File: config.mk
export PLATFORM = sky130hd
export DESIGN_NAME = imm_gen_stage_flat
export DESIGN_NICKNAME = d
export VERILOG_FILES = /design/src/rtl/imm_gen_stage_if.sv /design/src/rtl/imm_gen_stage.sv /design/src/flat_wrapper.sv
export SDC_FILE = /design/constraint.sdc
export NUM_CORES = 1
export LEC_CHECK = 0
export BUFFER_PORTS_ARGS = -buffer_cell sky130_fd_sc_hd__buf_4
export CORE_MARGIN = 8
export CORE_UTILIZATION = 40
export CTS_CLUSTER_SIZE = 14
export DETAILED_ROUTE_END_ITERATION = 12
export REMOVE_ABC_BUFFERS = 1
export SETUP_SLACK_MARGIN = 0.02
export SKIP_LAST_GASP = 1
export SLEW_MARGIN = 40
export SYNTH_ARGS = -nofsm -noshare
export SYNTH_HDL_FRONTEND = slang
export SYNTH_SLANG_ARGS = --single-unit
File: constraint.sdc
create_clock -name clk -period 2 [get_ports clk]
set_input_delay 0.2 -clock clk [delete_from_list [all_inputs] [get_ports clk]]
set_output_delay 0.2 -clock clk [all_outputs]
set_load 0.02 [all_outputs]
File: src/rtl/imm_gen_stage_if.sv
// Valid/ready bus around the immediate-generation stage.
// Upstream side: in_valid/in_ready/in_instr/in_immsrc.
// Downstream side: out_valid/out_ready/out_imm/out_type/out_illegal.
interface imm_gen_stage_if #(
    parameter int unsigned XLEN = 32
) ();
    logic            in_valid;
    logic            in_ready;
    logic [31:0]     in_instr;
    logic [2:0]      in_immsrc;
    logic            out_valid;
    logic            out_ready;
    logic [XLEN-1:0] out_imm;
    logic [2:0]      out_type;
    logic            out_illegal;

    // The stage itself
    modport slave (
        input  in_valid, in_instr, in_immsrc, out_ready,
        output in_ready, out_valid, out_imm, out_type, out_illegal
    );

    // Whoever drives words in and consumes results
    modport master (
        output in_valid, in_instr, in_immsrc, out_ready,
        input  in_ready, out_valid, out_imm, out_type, out_illegal
    );
endinterface

File: src/rtl/imm_gen_stage.sv
// Registered RISC-V immediate generator with a 2-entry skid buffer.
// Type comes from the opcode (AUTO_DECODE=1) or from in_immsrc (AUTO_DECODE=0).
// Optional macro IMM_ZICSR_EN enables type 101 (CSR uimm, zero-extended rs1 field).
module imm_gen_stage #(
    parameter int unsigned XLEN        = 32,
    parameter bit          AUTO_DECODE = 1'b1
) (
    input  logic            clk,
    input  logic            reset_n,
    input  logic            flush,
    imm_gen_stage_if.slave  bus
);
    localparam int unsigned TW = 3;

    localparam logic [TW-1:0] T_I = 3'b000;
    localparam logic [TW-1:0] T_S = 3'b001;
    localparam logic [TW-1:0] T_B = 3'b010;
    localparam logic [TW-1:0] T_J = 3'b011;
    localparam logic [TW-1:0] T_U = 3'b100;
`ifdef IMM_ZICSR_EN
    localparam logic [TW-1:0] T_Z = 3'b101;
`endif
    localparam logic [TW-1:0] T_X = 3'b111;

    typedef struct packed {
        logic [XLEN-1:0] imm;
        logic [TW-1:0]   typ;
        logic            illegal;
    } entry_t;

    logic [31:0]   instr;
    logic [6:0]    opcode;
    logic [TW-1:0] typ_c;
    logic [31:0]   raw_c;
    logic          illegal_c;
    entry_t        new_c;

    entry_t        slot0;
    entry_t        slot1;
    logic [1:0]    count;
    logic [1:0]    count_nxt_c;
    logic          rdy;
    logic          vld;
    logic          push_c;
    logic          pop_c;

    assign instr  = bus.in_instr;
    assign opcode = instr[6:0];

    // Resolve the immediate type and build the extended immediate for the incoming word
    always_comb begin
        typ_c     = T_X;
        raw_c     = '0;
        illegal_c = 1'b0;
        if (AUTO_DECODE) begin
            case (opcode)
                7'b0000011, 7'b0010011, 7'b1100111: typ_c = T_I;
                7'b1110011: begin
`ifdef IMM_ZICSR_EN
                    typ_c = instr[14] ? T_Z : T_I;
`else
                    typ_c = T_I;
`endif
                end
                7'b0100011:             typ_c = T_S;
                7'b1100011:             typ_c = T_B;
                7'b1101111:             typ_c = T_J;
                7'b0110111, 7'b0010111: typ_c = T_U;
                default:                typ_c = T_X;
            endcase
        end else begin
            typ_c = bus.in_immsrc;
        end
        case (typ_c)
            T_I: raw_c = {{20{instr[31]}}, instr[31:20]};
            T_S: raw_c = {{20{instr[31]}}, instr[31:25], instr[11:7]};
            T_B: raw_c = {{19{instr[31]}}, instr[31], instr[7], instr[30:25], instr[11:8], 1'b0};
            T_J: raw_c = {{11{instr[31]}}, instr[31], instr[19:12], instr[20], instr[30:21], 1'b0};
            T_U: raw_c = {instr[31:12], 12'b0};
`ifdef IMM_ZICSR_EN
            T_Z: raw_c = {27'b0, instr[19:15]};
`endif
            default: begin
                raw_c     = '0;
                illegal_c = 1'b1;
            end
        endcase
        new_c.imm     = XLEN'($signed(raw_c));
        new_c.typ     = typ_c;
        new_c.illegal = illegal_c;
    end

    // Handshake qualifiers and next occupancy
    always_comb begin
        push_c      = bus.in_valid & rdy;
        pop_c       = vld & bus.out_ready;
        count_nxt_c = 2'(count + {1'b0, push_c} - {1'b0, pop_c});
    end

    // Two-slot FIFO; slot0 is the head and drives out_* directly
    always_ff @(posedge clk or negedge reset_n) begin
        if (!reset_n) begin
            slot0 <= '0;
            slot1 <= '0;
            count <= 2'd0;
            rdy   <= 1'b1;
            vld   <= 1'b0;
        end else if (flush) begin
            count <= 2'd0;
            rdy   <= 1'b1;
            vld   <= 1'b0;
        end else begin
            count <= count_nxt_c;
            rdy   <= (count_nxt_c != 2'd2);
            vld   <= (count_nxt_c != 2'd0);
            case ({push_c, pop_c})
                2'b10: begin
                    if (count == 2'd0) slot0 <= new_c;
                    else               slot1 <= new_c;
                end
                2'b01: slot0 <= slot1;
                2'b11: begin
                    if (count == 2'd2) begin
                        slot0 <= slot1;
                        slot1 <= new_c;
                    end else begin
                        slot0 <= new_c;
                    end
                end
                default: ;
            endcase
        end
    end

    assign bus.in_ready    = rdy;
    assign bus.out_valid   = vld;
    assign bus.out_imm     = slot0.imm;
    assign bus.out_type    = slot0.typ;
    assign bus.out_illegal = slot0.illegal;
endmodule

File: src/flat_wrapper.sv
// flat-port wrapper written by rule: the top's interface ports become plain ports
module imm_gen_stage_flat 
#(
    parameter int unsigned XLEN        = 32,
    parameter bit          AUTO_DECODE = 1'b1
)
  (clk, reset_n, flush, bus_in_valid, bus_in_instr, bus_in_immsrc, bus_out_ready, bus_in_ready, bus_out_valid, bus_out_imm, bus_out_type, bus_out_illegal);
  imm_gen_stage_if #(.XLEN(XLEN)) bus_i ();
  input  logic clk;
  input  logic reset_n;
  input  logic flush;
  input wire logic [$bits(bus_i.in_valid)-1:0] bus_in_valid;
  input wire logic [$bits(bus_i.in_instr)-1:0] bus_in_instr;
  input wire logic [$bits(bus_i.in_immsrc)-1:0] bus_in_immsrc;
  input wire logic [$bits(bus_i.out_ready)-1:0] bus_out_ready;
  output wire logic [$bits(bus_i.in_ready)-1:0] bus_in_ready;
  output wire logic [$bits(bus_i.out_valid)-1:0] bus_out_valid;
  output wire logic [$bits(bus_i.out_imm)-1:0] bus_out_imm;
  output wire logic [$bits(bus_i.out_type)-1:0] bus_out_type;
  output wire logic [$bits(bus_i.out_illegal)-1:0] bus_out_illegal;
  assign bus_i.in_valid = bus_in_valid;
  assign bus_i.in_instr = bus_in_instr;
  assign bus_i.in_immsrc = bus_in_immsrc;
  assign bus_i.out_ready = bus_out_ready;
  assign bus_in_ready = bus_i.in_ready;
  assign bus_out_valid = bus_i.out_valid;
  assign bus_out_imm = bus_i.out_imm;
  assign bus_out_type = bus_i.out_type;
  assign bus_out_illegal = bus_i.out_illegal;
  imm_gen_stage #(.XLEN(XLEN), .AUTO_DECODE(AUTO_DECODE)) u_core (.clk(clk), .reset_n(reset_n), .flush(flush), .bus(bus_i));
endmodule
==> results.sh <==
export IMPL_outcome="complete, no violations"
export IMPL_synth_top_area_frac=0.497
export IMPL_post_dp_cell_area_um2=4480
export IMPL_ant_nets=0
export IMPL_cp_cell_sequence="nand2_2 > inv_2 > ha_1 > inv_1 > ha_1 > xor2_1 > xnor2_1 > nor2_1 > or2_2"
export IMPL_clk_latency_ns=0.35
export IMPL_setup_viol_count_final=0
export IMPL_hpwlAfterDp_mm=7.13
export IMPL_netlist_area_um2=3770
export IMPL_syn_area_per_cell_um2=9.78
export IMPL_num_antenna_cells=0
export IMPL_grt_remaining_overflow=0
export IMPL_drt_total_wl_mm=10.2
export IMPL_start_kind="flop"
export IMPL_cts_resized_gates=0
export IMPL_seq_power_share=0.409
export IMPL_tightestPinTransition_ns=0.572
export IMPL_synthFlopType="dfrtp_1"
export IMPL_die_y_um=113
export IMPL_powerDensity_nw_per_um2=1270
export IMPL_required_ns=2.23
export IMPL_hold_end="u_core.count[1]"
export IMPL_vias=3193
export IMPL_drt_first_pass_iters=4
export IMPL_numClockSinks=76
export IMPL_ir_worst_vdd_mv=0.446
export IMPL_routedWlPerCell_um=17.6
export IMPL_total_power_mw=5.92
export IMPL_slew_headroom=0.617
export IMPL_antenna_found_initial=0
export IMPL_r2r_end="u_core.bus.out_valid"
export IMPL_clock_skew_ns=0.0103
export IMPL_timing_final_crit_period_ns=1.85
export IMPL_yosysSeqAreaShare=0.504
export IMPL_cp_end_kind="flop"
export IMPL_viasPerCell=5.53
export IMPL_grt_max_degree=37
export IMPL_critPathSlowestCell="dfrtp_1"
export IMPL_crit_family="simple AND/OR/NAND/NOR gates"
export IMPL_cts_tree="done"
export IMPL_ys_top_cells_by_area="dfrtp_1 50%, nand2_1 4.4%, nor2_1 4.1%"
export IMPL_yosys_warnings=0
export IMPL_track_usage=0.166
export IMPL_clockRootBuffer="clkbuf_8"
export IMPL_synth_largest_area_cell="dfrtp_1"
export IMPL_cts_hold_buffers=1
export IMPL_critical_path_cell_count=9
export IMPL_layout_commonest_cell="buf_4"
export IMPL_combPwrFrac=0.410
export IMPL_synth_edff_count=0
export IMPL_multiInputGateArea_um2=1720
export IMPL_drv_cap=0
export IMPL_postLayoutCellArea_um2=4670
export IMPL_core_area_um2=9200
export IMPL_place_congestion=0.809
export IMPL_path_common_cell="ha_1"
export IMPL_seqCellArea_um2=1900
export IMPL_worst_path_buf_inv=2
export IMPL_portBuffers=74
export IMPL_final_setup_worst_slack_ns=0.146
export IMPL_drcViolationCount=0
export IMPL_synth_cells=386
export IMPL_hp_start="flush"
export IMPL_cts_setup_buffers=0
export IMPL_cts_max_level=3
export IMPL_drive_gt1_frac=0.307
export IMPL_nFillCells=890
export IMPL_mostFrequentLayoutCells="85 x buf_4, 75 x dfrtp_1, 44 x nand2_1"
export IMPL_pwr_share_clk=0.181
export IMPL_clock_path_buffers=2
export IMPL_internal_power_mw=3.62
export IMPL_switching_power_mw=2.30
export IMPL_initial_core_util=0.410
export IMPL_num_nets_final=503
export IMPL_drv_slew=0
export IMPL_die_area_um2=12800
export IMPL_die_width_um=113
export IMPL_regToRegStartpoint="u_core.bus.out_valid"
export IMPL_grt_first_pass_wirelength_mm=17.1
export IMPL_p_sw_frac=0.389
export IMPL_holdCritPathClass="primary input to flop"
export IMPL_area_growth_pct=23.8
export IMPL_period_share=0.927
export IMPL_rrSetupSlack_ns=0.15
export IMPL_final_hold_viol_count=0
export IMPL_async_flop_share=1.00
export IMPL_holdPathStages=2
export IMPL_grt_pass1_vias=3358
export IMPL_timing_fmax_mhz=539
export IMPL_synth_cell_type_count=56
export IMPL_numCtsBuffers=9
export IMPL_crit_path_max_incr_delay_ns=0.39
export IMPL_leakagePower_nw=2.00
export IMPL_reg2reg_depth=9
export IMPL_crit_path_max_fanout=5
export IMPL_rsz0062_at_grt="no"
export IMPL_clkTransAtPathRegs_ns=0.07
export IMPL_ios=78
export IMPL_preCtsSetupSlack_ns=0.140
export IMPL_ys_seq_elements=76
export IMPL_fp_row_count=35
export IMPL_arrival_ns=2.08
export IMPL_path_class="flop to flop"
export IMPL_drt_initial_drc_count=158
==> kinds of logic after synthesis <==
family	after synthesis	share of synthesized area
AO/OA/AOI/OAI	143	0.279
AND/OR/NAND/NOR	132	0.163
flip-flops	76	0.504
XOR/XNOR	3	0.00696
adder cells (fa/ha/maj)	2	0.00663
buffers and inverters	30	0.0401
==> metrics by stage <==
step	utilization	setup TNS [ns]	hold slack (ns)	cells
floorplan	-	-31.38	-0.0956	361
global placement	0.487	0	0.0967	560
detailed placement	0.487	0	0.0965	560
CTS	0.508	0	0.0720	577
global route	0.508	0	0.0816	577
finish	0.508	0	0.0829	577
==> worst reg2reg max path, stage by stage, from the launching register on <==
cell	delay [ns]
dfrtp_1	0.39
nand2_2	0.14
inv_2	0.07
ha_1	0.29
inv_1	0.05
ha_1	0.15
xor2_1	0.17
xnor2_1	0.15
nor2_1	0.06
or2_2	0.27
==> flip-flops by register name, summed over array words and instances (netlist names) <==
register                count
u_core.bus.out_imm         32
u_core.bus.out_illegal      1
u_core.bus.out_type         3
u_core.slot1               36
u_core.count                2
u_core.bus.out_valid        1
u_core.bus.in_ready         1
==> worst max path at each step <==
stage,start,to,slack (ns)
floorplan,u_core.count[1],u_core.slot1[24],-0.99
global placement,u_core.bus.out_valid,u_core.bus.out_valid,0.19
detailed placement,u_core.bus.out_valid,u_core.bus.out_valid,0.14
CTS,u_core.bus.out_valid,u_core.bus.out_valid,0.13
global route,u_core.bus.out_valid,u_core.bus.out_valid,0.03
finish,u_core.bus.out_valid,u_core.bus.out_valid,0.15
==> cells in the mapped netlist, drive strengths merged, types with 2 or more instances <==
| library cell | n |
|---|---|
| a21o | 4 |
| a21oi | 39 |
| xnor2 | 2 |
| a211oi | 13 |
| a32oi | 14 |
| clkbuf | 10 |
| or2 | 3 |
| nand2 | 45 |
| a22oi | 5 |
| and3 | 4 |
| nor2b | 4 |
| o21ai | 45 |
| o211ai | 2 |
| ha | 2 |
| a22o | 6 |
| nor3 | 14 |
| o22ai | 2 |
| o31ai | 2 |
| buf | 15 |
| nor2 | 42 |
| inv | 5 |
| nand2b | 5 |
| a221oi | 5 |
| nand3 | 9 |
| dfrtp | 75 |
==> layout make-up <==
cell class                 instances  area share
sequential                        76       0.407
multi-input combinational        280       0.369
timing repair buffer              89       0.152
clock buffer                      11      0.0303
tap                              111      0.0297
clock inverter                     5     0.00804
inverter                           5     0.00402
==> power by group through the flow <==
stage	Clock, mW	Sequential (mW)	Combinational (mW)
6_report	1.07	2.42	2.43
5_1_grt	1.18	2.49	2.68
4_1_cts	1.10	2.43	2.47
3_5_place_dp	0	2.46	2.45
3_3_place_gp	0	2.43	2.42
2_1_floorplan	0	2.78	1.02
==> per-layer routing <==
layer  global-route usage  vias up  wire length [um]
li1                     -     1543                 -
met1                0.212     1564              4630
met3               0.0426       12               547
met5                    0        -                 0
met2                0.267       74              4840
met4               0.0586        0               136
Power figures use the tool's default switching activity.
